File: config.mk
export PLATFORM = sky130hd
export DESIGN_NAME = sr_pulse_sequencer_flat
export DESIGN_NICKNAME = d
export VERILOG_FILES = /design/src/rtl/sr_pkg.sv /design/src/rtl/sr_pulse_sequencer_if.sv /design/src/rtl/sr_cmd_fifo.sv /design/src/rtl/sr_pulse_sequencer.sv /design/src/flat_wrapper.sv
export SDC_FILE = /design/constraint.sdc
export NUM_CORES = 1
export LEC_CHECK = 0
export CAP_MARGIN = 15
export CORE_UTILIZATION = 62
export DETAILED_ROUTE_END_ITERATION = 6
export DONT_BUFFER_PORTS = 1
export GPL_TIMING_DRIVEN = 0
export MAX_ROUTING_LAYER = met4
export PLACE_DENSITY = 0.83
export SETUP_SLACK_MARGIN = 0.1
export SYNTH_ARGS = -nofsm -noshare
export SYNTH_HDL_FRONTEND = slang
export SYNTH_SLANG_ARGS = --single-unit
File: constraint.sdc
create_clock -name clk -period 2.8 [get_ports clk]
set_clock_uncertainty 0.2 [all_clocks]
set_input_delay 0.42 -clock clk [delete_from_list [all_inputs] [get_ports clk]]
set_output_delay 0.42 -clock clk [all_outputs]
set_load 0.02 [all_outputs]
File: src/rtl/sr_pkg.sv
// sr_pkg: shared types for the SR pulse sequencer.
//   sr_cmd_e   - command codes carried on the command channel
//   sr_state_e - sequencer FSM states
//   sr_cmd_t   - one queued command {cmd, len}, sized by SR_CNT_W
package sr_pkg;

    // Default pulse-length width; sr_cmd_t is sized by it.
    localparam int SR_CNT_W = 8;

    typedef enum logic [1:0] {
        CMD_HOLD   = 2'b00,
        CMD_RESET  = 2'b01,
        CMD_SET    = 2'b10,
        CMD_TOGGLE = 2'b11
    } sr_cmd_e;

    typedef enum logic [1:0] {
        ST_IDLE  = 2'd0,
        ST_DRIVE = 2'd1,
        ST_GAP   = 2'd2
    } sr_state_e;

    typedef struct packed {
        sr_cmd_e               cmd;
        logic [SR_CNT_W-1:0]   len;
    } sr_cmd_t;

endpackage

File: src/rtl/sr_pulse_sequencer_if.sv
// sr_pulse_sequencer_if: valid/ready command channel into the sequencer.
//   in_valid - command present (master -> slave)
//   in_ready - slave can accept (slave -> master)
//   in_cmd   - command code, see sr_pkg::sr_cmd_e
//   in_len   - pulse length in cycles, 0 behaves as 1
interface sr_pulse_sequencer_if #(
    parameter int CNT_W = 8
);
    logic             in_valid;
    logic             in_ready;
    logic [1:0]       in_cmd;
    logic [CNT_W-1:0] in_len;

    modport master (
        output in_valid,
        output in_cmd,
        output in_len,
        input  in_ready
    );

    modport slave (
        input  in_valid,
        input  in_cmd,
        input  in_len,
        output in_ready
    );
endinterface

File: src/rtl/sr_cmd_fifo.sv
// sr_cmd_fifo: synchronous command FIFO.
//   clk, rstn - clock, synchronous active-low reset (empties the FIFO)
//   push_i    - write wdata_i (ignored while full)
//   wdata_i   - entry to write
//   pop_i     - discard head entry (ignored while empty)
//   rdata_o   - current head entry
//   full_o    - DEPTH entries stored
//   empty_o   - no entries stored
module sr_cmd_fifo
    import sr_pkg::*;
#(
    parameter type entry_t = sr_cmd_t,
    parameter int  DEPTH   = 4
) (
    input  logic   clk,
    input  logic   rstn,
    input  logic   push_i,
    input  entry_t wdata_i,
    input  logic   pop_i,
    output entry_t rdata_o,
    output logic   full_o,
    output logic   empty_o
);
    localparam int AW = $clog2(DEPTH);

    // One extra pointer bit distinguishes full from empty when indices match.
    logic [AW:0] wr_ptr_q, wr_ptr_d;
    logic [AW:0] rd_ptr_q, rd_ptr_d;
    entry_t      mem_q [DEPTH];

    logic do_push;
    logic do_pop;

    assign full_o  = (wr_ptr_q[AW] != rd_ptr_q[AW]) &&
                     (wr_ptr_q[AW-1:0] == rd_ptr_q[AW-1:0]);
    assign empty_o = (wr_ptr_q == rd_ptr_q);

    assign do_push = push_i && !full_o;
    assign do_pop  = pop_i && !empty_o;

    assign wr_ptr_d = do_push ? wr_ptr_q + (AW+1)'(1) : wr_ptr_q;
    assign rd_ptr_d = do_pop  ? rd_ptr_q + (AW+1)'(1) : rd_ptr_q;

    // The FSM decides on the head in the same cycle it pops it, so the
    // head is presented directly from the storage array.
    assign rdata_o = mem_q[rd_ptr_q[AW-1:0]];

    always_ff @(posedge clk) begin
        if (!rstn) begin
            wr_ptr_q <= '0;
            rd_ptr_q <= '0;
        end else begin
            wr_ptr_q <= wr_ptr_d;
            rd_ptr_q <= rd_ptr_d;
        end
    end

    always_ff @(posedge clk) begin
        if (do_push) begin
            mem_q[wr_ptr_q[AW-1:0]] <= wdata_i;
        end
    end

endmodule

File: src/rtl/sr_pulse_sequencer.sv
// sr_pulse_sequencer: turns queued SET/RESET/TOGGLE/HOLD commands into
// timed, mutually exclusive s/r pulses for an SR flip-flop, with a forced
// idle gap after every pulse and a shadow of the flop's expected q.
//   clk, rstn - clock, synchronous active-low reset
//   cmd_if    - command channel (valid/ready, cmd, len)
//   s, r      - registered drive to the SR flop, never both high
//   q_shadow  - value the flop holds once it samples the current drive
//   busy      - pulse/gap in progress or commands still queued
module sr_pulse_sequencer
    import sr_pkg::*;
#(
    parameter int DEPTH   = 4,
    parameter int CNT_W   = 8,
    parameter int MIN_GAP = 1
) (
    input  logic                       clk,
    input  logic                       rstn,
    sr_pulse_sequencer_if.slave        cmd_if,
    output logic                       s,
    output logic                       r,
    output logic                       q_shadow,
    output logic                       busy
);
    typedef struct packed {
        sr_cmd_e          cmd;
        logic [CNT_W-1:0] len;
    } entry_t;

    localparam logic [1:0] IDLE  = ST_IDLE;
    localparam logic [1:0] DRIVE = ST_DRIVE;
    localparam logic [1:0] GAP   = ST_GAP;

    // Gap counter reload; unused when MIN_GAP is 0 (DRIVE returns to IDLE).
    localparam logic [CNT_W-1:0] GAP_LOAD = CNT_W'((MIN_GAP > 0) ? MIN_GAP - 1 : 0);

    logic [1:0]       state_q, state_d;
    logic [CNT_W-1:0] cnt_q, cnt_d;
    logic             s_q, s_d;
    logic             r_q, r_d;
    logic             qs_q, qs_d;

    logic   fifo_full;
    logic   fifo_empty;
    logic   fifo_push;
    logic   launch;
    entry_t wr_entry;
    entry_t head;

    assign wr_entry  = {cmd_if.in_cmd, cmd_if.in_len};
    assign fifo_push = cmd_if.in_valid && !fifo_full;
    assign cmd_if.in_ready = !fifo_full;

    sr_cmd_fifo #(
        .entry_t (entry_t),
        .DEPTH   (DEPTH)
    ) u_fifo (
        .clk     (clk),
        .rstn    (rstn),
        .push_i  (fifo_push),
        .wdata_i (wr_entry),
        .pop_i   (launch),
        .rdata_o (head),
        .full_o  (fifo_full),
        .empty_o (fifo_empty)
    );

    always_comb begin
        state_d = state_q;
        cnt_d   = cnt_q;
        s_d     = s_q;
        r_d     = r_q;
        qs_d    = qs_q;
        launch  = 1'b0;

        case (state_q)
            IDLE: begin
                launch = !fifo_empty;
            end
            DRIVE: begin
                if (cnt_q == '0) begin
                    s_d = 1'b0;
                    r_d = 1'b0;
                    if (MIN_GAP > 0) begin
                        state_d = GAP;
                        cnt_d   = GAP_LOAD;
                    end else begin
                        state_d = IDLE;
                    end
                end else begin
                    cnt_d = cnt_q - CNT_W'(1);
                end
            end
            GAP: begin
                // The last gap cycle launches a queued command directly so
                // back-to-back pulses are separated by exactly MIN_GAP cycles.
                if (cnt_q == '0) begin
                    if (!fifo_empty) begin
                        launch = 1'b1;
                    end else begin
                        state_d = IDLE;
                    end
                end else begin
                    cnt_d = cnt_q - CNT_W'(1);
                end
            end
            default: begin
                state_d = IDLE;
            end
        endcase

        if (launch) begin
            state_d = DRIVE;
            // len 0 behaves as 1; len all-ones loads without overflow.
            cnt_d   = (head.len == '0) ? '0 : head.len - CNT_W'(1);
            case (head.cmd)
                CMD_SET: begin
                    s_d  = 1'b1;
                    r_d  = 1'b0;
                    qs_d = 1'b1;
                end
                CMD_RESET: begin
                    s_d  = 1'b0;
                    r_d  = 1'b1;
                    qs_d = 1'b0;
                end
                CMD_TOGGLE: begin
                    s_d  = !qs_q;
                    r_d  = qs_q;
                    qs_d = !qs_q;
                end
                default: begin
                    s_d = 1'b0;
                    r_d = 1'b0;
                end
            endcase
        end
    end

    always_ff @(posedge clk) begin
        if (!rstn) begin
            state_q <= IDLE;
            cnt_q   <= '0;
            s_q     <= 1'b0;
            r_q     <= 1'b0;
            qs_q    <= 1'b0;
        end else begin
            state_q <= state_d;
            cnt_q   <= cnt_d;
            s_q     <= s_d;
            r_q     <= r_d;
            qs_q    <= qs_d;
        end
    end

    assign s        = s_q;
    assign r        = r_q;
    assign q_shadow = qs_q;
    assign busy     = (state_q != IDLE) || !fifo_empty;

endmodule
File: src/flat_wrapper.sv
// flat-port wrapper written by rule: the top's interface ports become plain ports
module sr_pulse_sequencer_flat import sr_pkg::*;
#(
    parameter int DEPTH   = 4,
    parameter int CNT_W   = 8,
    parameter int MIN_GAP = 1
)
  (clk, rstn, s, r, q_shadow, busy, cmd_if_in_valid, cmd_if_in_cmd, cmd_if_in_len, cmd_if_in_ready);
  sr_pulse_sequencer_if #(.CNT_W(CNT_W)) cmd_if_i ();
  input  logic clk;
  input  logic rstn;
  output logic s;
  output logic r;
  output logic q_shadow;
  output logic busy;
  input wire logic [$bits(cmd_if_i.in_valid)-1:0] cmd_if_in_valid;
  input wire logic [$bits(cmd_if_i.in_cmd)-1:0] cmd_if_in_cmd;
  input wire logic [$bits(cmd_if_i.in_len)-1:0] cmd_if_in_len;
  output wire logic [$bits(cmd_if_i.in_ready)-1:0] cmd_if_in_ready;
  assign cmd_if_i.in_valid = cmd_if_in_valid;
  assign cmd_if_i.in_cmd = cmd_if_in_cmd;
  assign cmd_if_i.in_len = cmd_if_in_len;
  assign cmd_if_in_ready = cmd_if_i.in_ready;
  sr_pulse_sequencer #(.DEPTH(DEPTH), .CNT_W(CNT_W), .MIN_GAP(MIN_GAP)) u_core (.clk(clk), .rstn(rstn), .cmd_if(cmd_if_i), .s(s), .r(r), .q_shadow(q_shadow), .busy(busy));
endmodule
## After elaboration in Yosys (flattened, before gate mapping)

Memories as Yosys holds them, arrays and structs flattened. A register that Yosys moved wholly into a read port is not among the register bits.
Cells that the tools add are included.

| word-level totals | value |
|---|---|
| register bits after elaboration | 19 |
| memories kept | 1 |
| bits in writable memories | 40 |
| logic and storage cells | 77 |
| bits of input ports | 13 |

Memories:

| memory | words | bits a word | read ports | clocked after Yosys merged registers in | write ports | RTL line | source |
|---|---|---|---|---|---|---|---|
| u_core.u_fifo.mem_q | 4 | 10 | 1 | 1 | 1 | sr_cmd_fifo.sv:29 | `entry_t mem_q [DEPTH];` |

| cells by class | value |
|---|---|
| reductions and logical operators | 22 |
| equality and inequality tests | 16 |
| add/sub/neg operators | 4 |
| bitwise operators | 2 |
| mux-type cells | 24 |

Operator list:

| operator | count |
|---|---|
| 8-bit two-way mux | 4 |
| 8-bit zero test | 2 |
| 8-bit case mux with 2 select lines | 1 |
| 8-bit by 1-bit subtractor with 8-bit output, second input constant | 2 |
| 2-bit two-way mux | 5 |
| 1-bit two-way mux | 9 |
| 3-bit by 2-bit inequality test with 1-bit output, second input constant | 3 |
| 4-bit AND reduction | 2 |
| 3-bit by 1-bit adder with 3-bit output, second input constant | 2 |
| 2-bit equality test, second input constant | 3 |
| 2-bit by 1-bit inequality test with 1-bit output, second input constant | 3 |
| 1-bit case mux with 2 select lines | 3 |
| 2-bit case mux with 3 select lines | 1 |
| 2-bit AND reduction | 3 |
| 2-bit nonzero test | 3 |
| 3-bit nonzero test | 2 |
| 2-bit by 1-bit equality test with 1-bit output, second input constant | 2 |
| 1-bit logical AND | 4 |
| 3-bit equality test | 1 |
| 1-bit zero test | 3 |
| 3-bit inequality test, second input constant | 1 |
| 1-bit case mux with 3 select lines | 1 |
| 2-bit equality test | 1 |
| 2-bit zero test | 1 |
| 5 further kinds | 6 |

## Longest topological paths before layout

Gate-level depths: netlist of the first run.

| logic depth | value |
|---|---|
| depth after elaboration | 7 |
| mapped depth | 9 |

## By module

Synthesis of the first run repeated with hierarchy kept, for this count alone.

| unflattened totals | value |
|---|---|
| cell total of the unflattened synthesis | 246 |
| area, all modules | 3,021.6 µm² |

By module, submodules not included:

| module | sequential area each (µm²) | cells an instance | instances | area an instance (µm²) |
|---|---|---|---|---|
| sr_cmd_fifo | 1,361.3 | 120 | 1 | 2,009.4 |
| sr_pulse_sequencer | 260.2 | 126 | 1 | 1,012.2 |

## Worst setup path before layout of the first run

No wires, ideal clock.

| timing path | value |
|---|---|
| path kind | reg-to-reg |
| start point | register (tool-made name) |
| end point | register u_core.cnt_q[7] |
| setup time | 125 ps |
| cell stages (with the launch flop) | 8 |
| path slack | 509 ps |
| data arrival time | 1,966 ps |
| path through | dfxtp_1 buf_6 mux4_2 or3_1 buf_2 o41a_1 o21ai_1 a31oi_1 |

RTL lines:

| item | RTL line | source |
|---|---|---|
| end signal, assigned | sr_pulse_sequencer.sv:148 | `cnt_q <= cnt_d;` |
| end, declared | sr_pulse_sequencer.sv:37 | `logic [CNT_W-1:0] cnt_q, cnt_d;` |

## Final worst setup path of the first run

| timing path | value |
|---|---|
| start point | register u_core.cnt_q[0] |
| end point | register u_core.cnt_q[0] |

| between the ends | value |
|---|---|
| word-level cells in the longest chain between the ends | 5 |

Ends and longest elaborated chain:

| item |
|---|
| branches (longest 5 deep; another with 8-bit by 1-bit subtractor with 8-bit output) |

Parallel ways; which one is timed is not known. The select of a mux whose other input is x is not followed.
A chain may end at the register's enable or synchronous reset.

==> reports/qor_table.md, run 1 <==
| Step | Item | This run |
|---|---|---|
| outcome | Result of the run | finished clean |
| yosys | Fraction of the yosys area taken by sequential cells | 56.82% |
| cells and area | Leading cell type in the layout, fill and taps excluded | sky130_fd_sc_hd__edfxtp_1 |
| run | Number of maximum-capacitance violations | 0 |
| pwr | Leakage power | 1.167 nW |
| timing | Final number of hold-violating endpoints | 0 |
| cells and area | Commonest non-fill, non-tap cells in the layout | sky130_fd_sc_hd__edfxtp_1, sky130_fd_sc_hd__dfxtp_1, sky130_fd_sc_hd__nand2_1 |
| pwr | Internal power | 0.001978 W |
| pwr | Worst vdd rail ir drop | 0.5435 mV |
| die | Total die area | 4878 um^2 |
| setup path | Critical Path AT | 2.51 ns |
| timing | Hold slack final | 0.3048 ns |
| clocking | Clk sink count | 61 |
| cells and area | Area growth syn-to-layout | 12.41% |
| routing | Number of routed nets with antenna violations | 0 |
| yosys | Cell count after synthesis | 217 |
| routing | Avg WL per Cell | 17.38 um |
| routing | Detailed-route via count | 1760 |
| clocking | H-Tree Depth | 3 |
| yosys | Synthesized area divided by synthesized cell count | 13.15 um^2 |
| timing | Slew margin rel. | 48.94% |
| clocking | Maximum count of clock buffers along a single path | 2 |
| clocking | CTS tree | built |
| die | Starting utilization of the core area | 65.10% |
| yosys | Synthesized cell area | 2854 um^2 |
| die | Number of standard-cell rows in the floorplan | 24 |
| routing | Drt total wl | 5126 um |
| setup path | Required time of the worst setup path | 2.82 ns |
| cells and area | Fin cells | 295 |
| die | Floorplan die height | 69.85 um |
| placed design | Port bufs | 0 |
| timing | Post-route setup TNS | 0 ns |
| clocking | Clock latency of the later-clocked register in the worst-skew pair | 0.34 ns |
| clocking | Setup Fix Bufs, Post-CTS | 0 |
| setup path | Critical Path End Type | register |
| timing | Post-route fraction of the period consumed by the critical path | 88.88% |
| pwr | Part of the power in registers | 38.9% |
| timing | Upper clock frequency limit | 401.8 MHz |
| cells and area | Fraction of final layout cells with drive strength greater than 1 | 11.93% |
| clocking | Clock-pin slew on the worst setup and hold paths | 0.06 ns |
| yosys | Number of enable-type register cells in the synthesized netlist | 40 |
| grt | Overflow left after global routing | 0 |
| placed design | Placed Cells incl. Taps | 269 |
| timing | Unrepaired setup endpoints after global routing | yes |
| setup path | Worst Reg-to-Reg Cells | 8 |
| timing | Slew at the pin closest to its max-slew limit | 0.7623 ns |
| placed design | Last weighted congestion value of the routability-driven placer | 0.7768 |
| cells and area | Antenna Diode Count | 0 |
| die | Standard cell core area | 4384 um^2 |
| yosys | Number of distinct library cells after synthesis | 48 |
| yosys | Share of synthesized registers carrying an async set or reset | 0% |
| yosys | Post-synth top flop | sky130_fd_sc_hd__edfxtp_1 |
| pwr | Clock network power share | 23.8% |
| pwr | Overall power of the completed layout | 0.003091 W |
| clocking | Clock Tree Root | sky130_fd_sc_hd__clkbuf_8 |
| clocking | Number of buffers inserted during clock tree synthesis | 9 |
| grt | Initial antenna violation count | 0 |
| grt | Total routing resource utilization after global routing | 24.07% |
| yosys | Syn_nets | 241 |
| grt | Via count of the first global-routing pass | 1735 |
| grt | First-pass GRT wire length | 8300 um |
| routing | Residual DRC count | 0 |
| hold path | Cell count of the worst hold path | 3 |
| yosys | Number of register bits inferred by synthesis | 61 |
| placed design | HPWL after detailed placement | 3354 um |
| cells and area | Fin nets | 262 |
| setup path | Setup CP Type | reg2reg |
| hold path | Worst min-delay path category | in2reg |
| setup path | Critical path startpoint category | register |
| pwr | Psw | 0.001113 W |
| routing | Initial drt markers | 95 |
| yosys | Synthesis Warnings | 0 |
| setup path | Max Fanout on Critical Path | 10 |
| die | Die Wd | 69.85 um |
| routing | Number of vias per cell | 5.966 |
| pwr | Power per cell area | 963.6 nW/um^2 |
| pwr | Combinational group share of total power | 37.3% |
| pwr | Net switching share of the total power | 36.02% |
| die | IO Count | 18 |
| routing | 1st-pass router iterations | 4 |
| setup path | Flop2flop setup slack | 0.31 ns |
| grt | Largest net degree at the start of global routing | 12 |
| timing | Finish-stage setup viols | 0 |
| timing | Max Slew Vio Count | 0 |
| cells and area | Layout filler cell count | 273 |
| timing | Time the worst path needs with I/O delays and setup | 2.489 ns |
==> routing by layer <==
metal | up-vias | GRT usage, % | share of wire, %
li1 | 877 | - | -
met1 | 846 | 29.74 | 45
met2 | 29 | 37.29 | 50
met3 | 8 | 6.977 | 3.7
met4 | 0 | 10.22 | 1.6
met5 | - | - | 0
==> critical path, cell delays in order, from the launching register on <==
cell	delay [ns]
sky130_fd_sc_hd__dfxtp_1	0.36
sky130_fd_sc_hd__inv_1	0.07
sky130_fd_sc_hd__ha_1	0.21
sky130_fd_sc_hd__nor3b_2	0.20
sky130_fd_sc_hd__a31oi_1	0.65
sky130_fd_sc_hd__o2bb2ai_2	0.24
sky130_fd_sc_hd__buf_2	0.23
sky130_fd_sc_hd__o21ai_0	0.16
sky130_fd_sc_hd__a21oi_1	0.05
==> Yosys cell counts, types with 3 or more instances <==
cell type	n	area (um^2)
sky130_fd_sc_hd__o21ai_1	3	15.01
sky130_fd_sc_hd__ha_1	11	137.6
sky130_fd_sc_hd__inv_1	12	45.04
sky130_fd_sc_hd__o31ai_1	3	22.52
sky130_fd_sc_hd__a22oi_1	5	37.54
sky130_fd_sc_hd__edfxtp_1	40	1201
sky130_fd_sc_hd__mux4_1	4	105.1
sky130_fd_sc_hd__nor3b_1	3	22.52
sky130_fd_sc_hd__o21a_1	6	45.04
sky130_fd_sc_hd__a31oi_1	4	25.02
sky130_fd_sc_hd__nand2_1	13	48.80
sky130_fd_sc_hd__xnor2_1	5	43.79
sky130_fd_sc_hd__xor2_1	9	78.83
sky130_fd_sc_hd__and2_1	8	50.05
sky130_fd_sc_hd__o21ai_0	11	55.05
sky130_fd_sc_hd__nor2_1	8	30.03
sky130_fd_sc_hd__mux4_2	6	135.1
sky130_fd_sc_hd__dfxtp_1	21	420.4
sky130_fd_sc_hd__a21oi_1	8	40.04
sky130_fd_sc_hd__a21boi_0	3	22.52
sky130_fd_sc_hd__nor4_1	3	18.77
==> per-stage QoR <==
step,instance area [um^2],worst slack [ns],utilization [%]
2_1_floorplan,2854,0.5091,-
5_1_grt,3208,0.09271,73.17
3_5_place_dp,2919,0.2535,66.58
4_1_cts,3202,0.2134,73.03
3_3_place_gp,2919,0.2213,66.58
6_report,3208,0.3113,73.17
==> what timing repair did <==
item,in CTS,in global routing
setup endpoints to repair,0,8
hold buffers,10,0
resized for setup,0,1
endpoints found under the hold margin,40,0
==> worst paths after layout <==
kind,end,from
worst max-delay path,u_core.cnt_q[0]$_SDFFE_PN0P_,u_core.cnt_q[0]$_SDFFE_PN0P_
worst min-delay path,u_core.cnt_q[5]$_SDFFE_PN0P_,rstn
worst max register to register,u_core.cnt_q[0]$_SDFFE_PN0P_,u_core.cnt_q[0]$_SDFFE_PN0P_
worst min register to register,register,u_core.u_fifo.rd_ptr_q[1]$_SDFFE_PN0P_
==> final cells by class <==
cell class | count | area [um^2] | area share [%]
Buffer | 7 | 47.55 | 1.482
Sequential cell | 61 | 1622 | 50.55
Clock inverter | 5 | 51.30 | 1.599
Clock buffer | 11 | 131.4 | 4.095
Multi-Input combinational cell | 137 | 1146 | 35.73
Inverter | 12 | 45.04 | 1.404
Tap cell | 52 | 65.06 | 2.028
Timing Repair Buffer | 10 | 100.1 | 3.120
==> power by group through the flow <==
| stage | sequential [W] | clock (W) | combinational (W) |
|---|---|---|---|
| after floorplan | 0.00120 | 0 | 0.000917 |
| after global placement | 0.00121 | 0 | 0.00110 |
| after detailed placement | 0.00122 | 0 | 0.00111 |
| final | 0.00120 | 0.000735 | 0.00115 |
| after global routing | 0.00122 | 0.000786 | 0.00128 |
| after CTS | 0.00120 | 0.000744 | 0.00114 |
==> sequential cells by signal (all words and copies together), names as in the netlist, named ones only <==
| name | flops |
|---|---|
| u_core.state_q | 2 |
| u_core.r | 1 |
| u_core.u_fifo.rd_ptr_q | 3 |
| u_core.u_fifo.mem_q | 40 |
| u_core.cnt_q | 8 |
| u_core.s | 1 |
| u_core.q_shadow | 1 |
| u_core.u_fifo.wr_ptr_q | 3 |
==> kinds of logic after synthesis <==
logic type	after synthesis	share of synthesized area (%)
buffers and inverters	19	3.244
DFF	61	56.82
adders and majority gates	11	4.822
muxes	11	8.768
and+or+nand+nor	47	9.207
AOI/OAI and AO/OA	54	12.85
xor gates and xnor gates	14	4.296
(Power assumes the default switching activity.)
==> run 2, diff against run 1 <==
- CORE_UTILIZATION: 62 -> 65
- CTS_BUF_LIST: not set -> sky130_fd_sc_hd__clkbuf_2 sky130_fd_sc_hd__clkbuf_4 sky130_fd_sc_hd__clkbuf_8
- PLACE_DENSITY: 0.83 -> 0.86
==> reports/qor_table.md, run 2 (synthesis gave the netlist of run 1 again) <==
| Step | Item | This run |
|---|---|---|
| outcome | Result of the run | finished clean |
| timing | Upper clock frequency limit | 392.9 MHz |
| timing | Time the worst path needs with I/O delays and setup | 2.545 ns |
| cells and area | Fin cells | 292 |
| setup path | Critical Path AT | 2.57 ns |
| routing | 1st-pass router iterations | 4 |
| routing | Number of vias per cell | 6.459 |
| setup path | Setup CP Type | reg2reg |
| routing | Number of routed nets with antenna violations | 0 |
| die | Floorplan die height | 68.26 um |
| placed design | HPWL after detailed placement | 3910 um |
| grt | Largest net degree at the start of global routing | 12 |
| clocking | Clock-pin slew on the worst setup and hold paths | 0.07 ns |
| routing | Top layer used by detailed routing | met4 |
| setup path | Required time of the worst setup path | 2.82 ns |
| placed design | Last weighted congestion value of the routability-driven placer | 0.7955 |
| grt | Initial antenna violation count | 0 |
| grt | Via count of the first global-routing pass | 1824 |
| cells and area | Commonest non-fill, non-tap cells in the layout | sky130_fd_sc_hd__edfxtp_1, sky130_fd_sc_hd__dfxtp_1, sky130_fd_sc_hd__nand2_1 |
| pwr | Overall power of the completed layout | 0.003244 W |
| cells and area | Register area | 1622 um^2 |
| cells and area | Antenna Diode Count | 0 |
| routing | Residual DRC count | 0 |
| die | Standard cell core area | 4115 um^2 |
| cells and area | Area growth syn-to-layout | 13.28% |
| routing | Routed met2 length | 3497 um |
| pwr | Worst vdd rail ir drop | 0.6178 mV |
| clocking | Clk sink count | 61 |
| placed design | Worst setup slack after placement | 0.2016 ns |
| timing | Final number of hold-violating endpoints | 0 |
| setup path | Max Fanout on Critical Path | 10 |
| cells and area | Fin nets | 262 |
| placed design | Placed instance area | 2917 um^2 |
| die | Die Wd | 68.26 um |
| routing | Detailed-route via count | 1886 |
| routing | Routed length on met3 | 356 um |
| timing | Unrepaired setup endpoints after global routing | no |
| timing | Post-route fraction of the period consumed by the critical path | 90.89% |
| placed design | Port bufs | 0 |
| die | IO Count | 18 |
| die | Total die area | 4659 um^2 |
| die | Number of standard-cell rows in the floorplan | 23 |
| timing | Post-route setup slack | 0.2550 ns |
| grt | Total routing resource utilization after global routing | 31.08% |
| cells and area | Layout filler cell count | 233 |
| cells and area | Leading cell type in the layout, fill and taps excluded | sky130_fd_sc_hd__edfxtp_1 |
| routing | Initial drt markers | 144 |
| timing | Post-route setup TNS | 0 ns |
| cells and area | Fraction of final layout cells with drive strength greater than 1 | 12.81% |
| run | Number of maximum-capacitance violations | 0 |
| timing | Max Slew Vio Count | 0 |
| pwr | Leakage power | 1.167 nW |
| clocking | H-Tree Depth | 3 |
| timing | Finish-stage setup viols | 0 |
| clocking | Setup Fix Bufs, Post-CTS | 0 |
| placed design | Placed Cells incl. Taps | 267 |
| clocking | Clock latency of the later-clocked register in the worst-skew pair | 0.34 ns |
| clocking | Maximum count of clock buffers along a single path | 2 |
| cells and area | Max FFs per register | 40 |
| die | Starting utilization of the core area | 69.35% |
| grt | Overflow left after global routing | 0 |
| timing | Slew at the pin closest to its max-slew limit | 0.6383 ns |
| routing | Total routed wire length on the met1 layer | 2377 um |
| clocking | Number of buffers inserted during clock tree synthesis | 9 |
| pwr | Power per cell area | 1003 nW/um^2 |
| cells and area | Final design instance area without fill | 3233 um^2 |
| clocking | Clock Tree Root | sky130_fd_sc_hd__clkbuf_8 |
| cells and area | Footprint of the multi-input gates | 1172 um^2 |
| clocking | CTS tree | built |
| setup path | Critical Path End Type | register |
| routing | Avg WL per Cell | 21.80 um |
| timing | Slew margin rel. | 57.31% |
| routing | Drt total wl | 6365 um |
| grt | First-pass GRT wire length | 9135 um |
| setup path | Critical path startpoint category | register |
| hold path | Worst min-delay path category | in2reg |
## run 2: timing repair
action                                  4_1_cts  5_1_grt
resized for setup                             0        5
hold endpoints to repair                     40        0
endpoints found under the setup margin        0       11
hold buffers                                 10        0
## run 2: final timing paths
check / from / end / slack, ns / depth (start not counted)
max reg2reg: register / u_core.cnt_q[7]$_SDFFE_PN0P_ / 0.26 / 7
min reg2reg: u_core.cnt_q[0]$_SDFFE_PN0P_ / u_core.cnt_q[0]$_SDFFE_PN0P_ / 0.38 / 2
min: rstn / u_core.s$_SDFFE_PN0P_ / 0.29 / 2
max: register / u_core.cnt_q[7]$_SDFFE_PN0P_ / 0.26 / 7
## run 2: metrics by stage
step	utilization, %	hold slack, ns
after global placement	70.87	0.3190
after global routing	78.56	0.3173
after CTS	77.77	0.2717
final	78.56	0.2874
after detailed placement	70.87	0.3190
after floorplan	-	0.3049
## run 2: cell type report
class                           instances  area share [%]
Sequential cell                        61           50.15
Multi-Input combinational cell        137           36.26
Clock buffer                           10           4.063
Timing Repair Buffer                   10           3.096
Tap cell                               50           1.935
Clock inverter                          5           1.625
Buffer                                  7           1.471
Inverter                               12           1.393
## run 2: power by group
group	total (W)	switching [W]	internal [W]
Combinational	0.00128	0.000772	0.000504
Sequential	0.00122	0.000130	0.00109
Clock	0.000751	0.000341	0.000410
## run 2: worst max-delay path, stage by stage (launching register included)
cell and delay (ns):
sky130_fd_sc_hd__dfxtp_1 0.34, sky130_fd_sc_hd__buf_6 0.19, sky130_fd_sc_hd__mux4_2 0.59, sky130_fd_sc_hd__or3_1 0.33, sky130_fd_sc_hd__buf_2 0.16, sky130_fd_sc_hd__o41a_1 0.31
sky130_fd_sc_hd__o21ai_1 0.20, sky130_fd_sc_hd__a31oi_1 0.10
## run 2: metal layers
metal | global-route usage, % | vias up
met5 | - | -
met4 | 14.58 | 0
met3 | 9.833 | 15
met2 | 53.19 | 68
met1 | 32.28 | 934
li1 | - | 869
